===== config.mk =====
export PLATFORM = sky130hd
export DESIGN_NAME = id_stage_reg
export DESIGN_NICKNAME = d
export VERILOG_FILES = /design/src/rtl/id_stage_reg.sv
export SDC_FILE = /design/constraint.sdc
export NUM_CORES = 1
export LEC_CHECK = 0
export ABC_CLOCK_PERIOD_IN_PS = 6300
export CORE_ASPECT_RATIO = 0.8
export CORE_MARGIN = 3
export CORE_UTILIZATION = 37
export CTS_CLUSTER_DIAMETER = 60
export DETAILED_ROUTE_END_ITERATION = 10
export GPL_ROUTABILITY_DRIVEN = 0
export PLACE_DENSITY_LB_ADDON = 0.08
export SETUP_SLACK_MARGIN = 0.02
export SLEW_MARGIN = 10
export SYNTH_ARGS = -nofsm -noshare
export SYNTH_HDL_FRONTEND = slang
export SYNTH_SLANG_ARGS = --single-unit

===== constraint.sdc =====
create_clock -name clk -period 6.3 [get_ports clk]
set_input_delay 1.89 -clock clk [delete_from_list [all_inputs] [get_ports clk]]
set_output_delay 1.89 -clock clk [all_outputs]
set_load 0.02 [all_outputs]

===== src/rtl/id_stage_reg.sv =====
`default_nettype none
// id_stage_reg: ID/EX pipeline register with flush/freeze/bubble control
// Revision 1.0 - initial release
module id_stage_reg (
  input  logic        clk,
  input  logic        rst,
  input  logic        flush,
  input  logic        freeze,
  input  logic        bubble,
  input  logic        valid_in,
  input  logic [31:0] PC_in,
  input  logic [3:0]  EX_command_in,
  input  logic        mem_read_in,
  input  logic        mem_write_in,
  input  logic        WB_en_in,
  input  logic        B_in,
  input  logic        S_in,
  input  logic        Imm_in,
  input  logic [31:0] val_Rn_in,
  input  logic [31:0] val_Rm_in,
  input  logic [11:0] shift_operand_in,
  input  logic [23:0] signed_imm_24_in,
  input  logic [3:0]  dest_in,
  input  logic [3:0]  src1_in,
  input  logic [3:0]  src2_in,
  input  logic        C_in,
  output logic [31:0] PC,
  output logic [3:0]  EX_command,
  output logic        mem_read,
  output logic        mem_write,
  output logic        WB_en,
  output logic        B,
  output logic        S,
  output logic        Imm,
  output logic [31:0] val_Rn,
  output logic [31:0] val_Rm,
  output logic [11:0] shift_operand,
  output logic [23:0] signed_imm_24,
  output logic [3:0]  dest,
  output logic [3:0]  src1,
  output logic [3:0]  src2,
  output logic        C,
  output logic        valid,
  output logic [15:0] bubble_count
);

  localparam logic [15:0] COUNT_MAX = 16'hFFFF;

  always_ff @(posedge clk or posedge rst) begin
    if (rst) begin
      PC            <= '0;
      EX_command    <= '0;
      mem_read      <= 1'b0;
      mem_write     <= 1'b0;
      WB_en         <= 1'b0;
      B             <= 1'b0;
      S             <= 1'b0;
      Imm           <= 1'b0;
      val_Rn        <= '0;
      val_Rm        <= '0;
      shift_operand <= '0;
      signed_imm_24 <= '0;
      dest          <= '0;
      src1          <= '0;
      src2          <= '0;
      C             <= 1'b0;
      valid         <= 1'b0;
      bubble_count  <= '0;
    end else if (flush) begin
      // Killed instruction: everything clears, the bubble statistic survives
      PC            <= '0;
      EX_command    <= '0;
      mem_read      <= 1'b0;
      mem_write     <= 1'b0;
      WB_en         <= 1'b0;
      B             <= 1'b0;
      S             <= 1'b0;
      Imm           <= 1'b0;
      val_Rn        <= '0;
      val_Rm        <= '0;
      shift_operand <= '0;
      signed_imm_24 <= '0;
      dest          <= '0;
      src1          <= '0;
      src2          <= '0;
      C             <= 1'b0;
      valid         <= 1'b0;
    end else if (!freeze) begin
      PC            <= PC_in;
      Imm           <= Imm_in;
      val_Rn        <= val_Rn_in;
      val_Rm        <= val_Rm_in;
      shift_operand <= shift_operand_in;
      signed_imm_24 <= signed_imm_24_in;
      dest          <= dest_in;
      src1          <= src1_in;
      src2          <= src2_in;
      C             <= C_in;
      if (bubble) begin
        // Datapath still flows; only side-effecting control is suppressed
        EX_command <= '0;
        mem_read   <= 1'b0;
        mem_write  <= 1'b0;
        WB_en      <= 1'b0;
        B          <= 1'b0;
        S          <= 1'b0;
        valid      <= 1'b0;
        if (bubble_count != COUNT_MAX)
          bubble_count <= bubble_count + 16'd1;
      end else begin
        EX_command <= EX_command_in;
        mem_read   <= mem_read_in  & valid_in;
        mem_write  <= mem_write_in & valid_in;
        WB_en      <= WB_en_in     & valid_in;
        B          <= B_in         & valid_in;
        S          <= S_in         & valid_in;
        valid      <= valid_in;
      end
    end
  end

endmodule
`default_nettype wire


==> impl_metrics.toml, run 1 <==
[status]
status = "finished, final reports clean"

[global_routing]
grt_max_degree = 105
grt_pass1_vias = 5875
track_usage = 0.201
met1_usage = 0.232
groute.layer.met3.usage = 0.0789
met2_usage = 0.351
antenna_found_initial = 0
grt_busiest_layer = "met2"
grt_overflow = 0
grt_first_pass_wirelength_mm = 32.6

[finish]
nFillCells = 1536
drive_gt1_frac = 0.0468
final_cell_mix = "330 x clkdlybuf4s50_1, 172 x dfrtp_1, 155 x nor2_1"
nets = 1068
final_cell_area_um2 = 11100
area_growth_pct = 58.7
mostFrequentLayoutCell = "clkdlybuf4s50_1"

[yosys]
yosys.area_share.xor_xnor = 0.0175
synth_edf_count = 0
ys_ff_latch = 172
synth_top_flop_cell = "dfrtp_1"
netlist_area_um2 = 7020
synthArstFlopShare = 1.00
synth_fa_ha_area_frac = 0.00178
synthCells = 589
synth_compound_area_frac = 0.00837
avgSynthCellArea_um2 = 11.9
synthesis.nets = 751
ys_types = 29
synth.mux.area_fraction = 0.211
yosysSeqAreaShare = 0.613
yosys.area_share.simple = 0.126
synth_top_family_by_area = "multiplexers"
yosysWarningCount = 0

[floorplanning]
rows = 44
coreArea_um2 = 18400
die_area_um2 = 20700
ios = 333
die_w_um = 160
start_util = 0.382
fp.dieH_um = 129

[timing]
fin_tns_setup_ns = 0
finalSetupViolations = 0
max_freq_mhz = 264
finalMaxSlewViolations = 0
fin_crit_ns = 3.79
relSlewSlack = 0.260
setup_slack_ns = 2.51
rsz0062_at_grt = "false"
worstMarginPinSlew_ns = 1.11
fin_worst_skew_ns = 0.00645
final.period_utilization = 0.602
timing.final.hold_violations = 0

[job]
drv_cap = 0

[cts]
hold_buffers = 0
clk_pin_slew_ns = 0.07
cts_tree = "built"
cts_buffer_depth = 2
postCtsResizedCells = 0
cts.sinks = 172
clk_latency_ns = 0.42
cts_setup_buffers = 0
htreeDepth = 4
numCtsBuffers = 17
root_buffer = "clkbuf_16"

[drt]
vias_per_cell = 4.75
drc = 0
first_iter_violations = 291
vias = 5570
ant_nets = 0
first_pass_iters = 4
wl_mm = 21.0
routedWlPerCell_um = 17.9

[worst_setup_path]
max_stage_delay_ns = 0.99
required_ns = 6.56
arrival_ns = 4.05
worstSetupStartpointType = "input pin"
cp_max_fo = 97
slowest_stage = "buf_4"
endpoint_kind = "flip-flop"
cp_num_buf_inv = 2
cp_top_family = "buffers and inverters"
path_cells = "clkbuf_8, buf_4, mux2i_1, nor2_1"
worstSetupPathType = "input pin to flip-flop"

[pwr]
power_density_nw_per_um2 = 250
total_power_uw = 2790
vdd_ir_drop_max_v = 0.000134
leakage_uw = 0.00517

[placement]
pre_cts_slack_ns = 2.10
dpl_cell_area_um2 = 10600
dp.final_hpwl_mm = 15.1
io_buffers = 332

[min_path]
min_path_type = "flip-flop to flip-flop"
cell families after synthesis:
group,after synthesis
AOI/OAI and AO/OA,11
xor gates and xnor gates,14
adders and majority gates,1
buffers and inverters,40
DFF,172
muxes,148
and+or+nand+nor,203
Yosys cell counts, types with 2 or more instances:
master    number  area share
xnor2_1        2      0.0025
nand2_1       10      0.0053
clkbuf_1      23       0.012
nor3_1         7      0.0050
nand3b_1       5      0.0053
a21oi_1        9      0.0064
buf_1         14      0.0075
nand4_1        3      0.0027
nor4_1         2      0.0018
dfrtp_1      172        0.61
nand3_1        5      0.0036
and4_1         4      0.0050
xor2_1        12       0.015
inv_1          2      0.0011
nor2_1       155       0.083
mux2i_1      147        0.21
nor3b_1        5      0.0053
worst register-to-register path, stage by stage (launching register included):
cell     delay, ns
dfrtp_1       0.41
ha_1          0.18
nand3_1       0.17
nor4b_2       0.92
nor2_1        0.19
mux2_2        0.32
metal layers:
layer | vias to the layer above | part of all wire
met1 | 2740 | 0.39
met4 | 0 | 0.018
met5 | - | 0
met3 | 23 | 0.084
met2 | 199 | 0.51
li1 | 2608 | -
layout make-up:
| class | count | area (µm²) | area share |
|---|---|---|---|
| Sequential cell | 172 | 4300 | 0.386 |
| Antenna cell | 1 | 2.50 | 0.000225 |
| Timing Repair Buffer | 336 | 3370 | 0.302 |
| Tap cell | 253 | 317 | 0.0284 |
| Clock buffer | 21 | 470 | 0.0422 |
| Clock inverter | 11 | 108 | 0.00965 |
| Multi-Input combinational cell | 377 | 2570 | 0.230 |
| Inverter | 2 | 11.3 | 0.00101 |
power by group:
group | total (µW) | switching, µW | leakage [µW] | internal [µW]
clock network | 1020 | 441 | 0.000281 | 582
logic | 537 | 257 | 0.00260 | 280
registers | 1230 | 53.8 | 0.00229 | 1180
path summary, 6_finish.rpt:
check | start | depth (start not counted) | to | slack (ns)
setup / recovery | freeze | 4 | val_Rm[27] | 2.51
hold / removal | bubble_count[15] | 1 | bubble_count[15] | 0.50
setup reg to reg | bubble_count[0] | 5 | bubble_count[1] | 3.99
hold reg to reg | bubble_count[15] | 1 | bubble_count[15] | 0.50
max in group asynchronous | rst | 3 | val_Rm[31] | 3.55
min in group asynchronous | rst | 2 | val_Rm[9] | 1.73
per-stage QoR:
step	util	hold WS [ns]	cells
detailed placement	0.575	0.490	1140
global route	0.606	0.515	1172
CTS	0.606	0.501	1172
floorplan	-	0.589	589
finish	0.606	0.503	1173
global placement	0.575	0.501	1140
registers in the layout, summed over array words and instances, names as in the netlist, 4 cells and up:
register       count
dest               4
EX_command         4
src2               4
src1               4
shift_operand     12
val_Rm            32
signed_imm_24     24
val_Rn            32
bubble_count      16
PC                32
Power figures use the tool's default switching activity.
==> run 2: changes to the inputs <==
--- a/config.mk
+++ b/config.mk
@@ -5,10 +5,10 @@
 export SDC_FILE = /design/constraint.sdc
 export NUM_CORES = 1
 export LEC_CHECK = 0
-export ABC_CLOCK_PERIOD_IN_PS = 6300
+export ABC_CLOCK_PERIOD_IN_PS = 3600
 export CORE_ASPECT_RATIO = 0.8
 export CORE_MARGIN = 3
-export CORE_UTILIZATION = 37
+export CORE_UTILIZATION = 40
 export CTS_CLUSTER_DIAMETER = 60
 export DETAILED_ROUTE_END_ITERATION = 10
 export GPL_ROUTABILITY_DRIVEN = 0
==> constraint.sdc (replaced) <==
create_clock -name clk -period 3.6 [get_ports clk]
set_input_delay 1.08 -clock clk [delete_from_list [all_inputs] [get_ports clk]]
set_output_delay 1.08 -clock clk [all_outputs]
set_load 0.02 [all_outputs]
==> run 2 against run 1 <==
Net effect:
- hold slack improved by 0.0090 ns
- final area increased by 0.17%
- power increased by 78%
- global-route usage increased by 0.96 points
- combinational power increased by 76%
- via count increased by 0.20%
- die area decreased by 7.2%
==> impl_metrics.toml, run 2 (synthesized netlist as in run 1, its figures left out) <==
[status]
status = "finished, final reports clean"

[drt]
wl_mm = 20.1
routedWlPerCell_um = 17.7
vias = 5581
ant_nets = 0
vias_per_cell = 4.90
first_iter_violations = 320
first_pass_iters = 4
drc = 0

[cts]
numCtsBuffers = 17
htreeDepth = 4
clk_pin_slew_ns = 0.06
postCtsResizedCells = 0
cts_tree = "built"
clk_latency_ns = 0.42
cts.sinks = 172
cts_setup_buffers = 0
hold_buffers = 0
root_buffer = "clkbuf_16"
cts_buffer_depth = 2

[finish]
mostFrequentLayoutCell = "clkdlybuf4s50_1"
seqCellArea_um2 = 4300
final_cell_mix = "330 x clkdlybuf4s50_1, 172 x dfrtp_1, 155 x nor2_1"
largestRegisters = "PC: 32 flops, val_Rm: 32 flops, val_Rn: 32 flops"
drive_gt1_frac = 0.0467
n_antenna_cell = 0
area_growth_pct = 59.0
nets = 1070
multi_input_area_um2 = 2570
nFillCells = 1288

[worst_setup_path]
r2r-start = "bubble_count[1]"
regToRegSetupSlack_ns = 1.25
cp_max_fo = 10
worstSetupPathType = "input pin to flip-flop"
arrival_ns = 3.10
required_ns = 3.94
rr_endpoint = "bubble_count[1]"
worstSetupStartpointType = "input pin"
r2r_cells = 5
endpoint_kind = "flip-flop"

[global_routing]
track_usage = 0.210
antenna_found_initial = 0
grt_first_pass_wirelength_mm = 32.4
grt_max_degree = 166
grt_pass1_vias = 6027
grt_overflow = 0

[timing]
timing.final.hold_violations = 0
max_freq_mhz = 363
fin_crit_ns = 2.75
worstMarginPinSlew_ns = 1.49
finalSetupViolations = 0
final.period_utilization = 0.764
setup_slack_ns = 0.848
relSlewSlack = 0.00352
fin_tns_setup_ns = 0
rsz0062_at_grt = "false"
finalMaxSlewViolations = 0
fin_worst_skew_ns = 0.0100

[pwr]
vdd_ir_drop_max_v = 0.000278
power_density_nw_per_um2 = 445
leakage_uw = 0.00520

[floorplanning]
rows = 42
ios = 333
die_w_um = 154
fp.dieH_um = 125
die_area_um2 = 19200
start_util = 0.416
coreArea_um2 = 16900

[placement]
dp.final_hpwl_mm = 14.4
pre_cts_slack_ns = 0.418
io_buffers = 332

[job]
drv_cap = 0

[min_path]
min_path_type = "flip-flop to flip-flop"
hold_depth = 1
hold_start = "bubble_count[15]"
min_to = "bubble_count[15]"
## run 2: power breakdown
group | internal [µW] | switching, µW
clock | 1130 | 741
sequential | 2060 | 95.2
combinational | 498 | 445
total | 3680 | 1280
## run 2: how the worst max path moves through the flow
stage                 from  cells after the start          endpoint
floorplan              rst                      1                 B
global placement    bubble                      5  bubble_count[15]
detailed placement  bubble                      5  bubble_count[13]
CTS                 bubble                      5  bubble_count[13]
global route        bubble                      5  bubble_count[15]
finish              bubble                      5  bubble_count[13]
## run 2: stage by stage
stage	utilization	instances	hold WS (ns)	cell area, µm²	power, µW
after floorplan	-	589	0.589	7030	2600
after CTS	0.662	1140	0.507	11200	5030
after global routing	0.662	1140	0.535	11200	5190
after detailed placement	0.626	1109	0.499	10600	3140
final	0.662	1140	0.512	11200	4960
after global placement	0.626	1109	0.493	10600	3110
## run 2: layer usage
layer,up-vias,wire [µm],GRT usage
met5,-,0,0
met4,0,585,0.0758
met3,38,1580,0.0795
met2,207,10200,0.361
met1,2716,7730,0.240
li1,2620,-,-
## run 2: cell type report
class / instances / share of cell area
Multi-Input combinational cell: 377 / 0.230
Timing Repair Buffer: 338 / 0.305
Sequential cell: 172 / 0.386
Tap cell: 220 / 0.0247
Clock inverter: 10 / 0.0126
Inverter: 2 / 0.00101
Clock buffer: 21 / 0.0412
## run 2: worst max-delay path, cell delays in order
cell and delay (ns):
clkdlybuf4s50_1 0.48, or3b_1 0.53, or4b_4 0.58, nor3_1 0.27, xor2_1 0.16
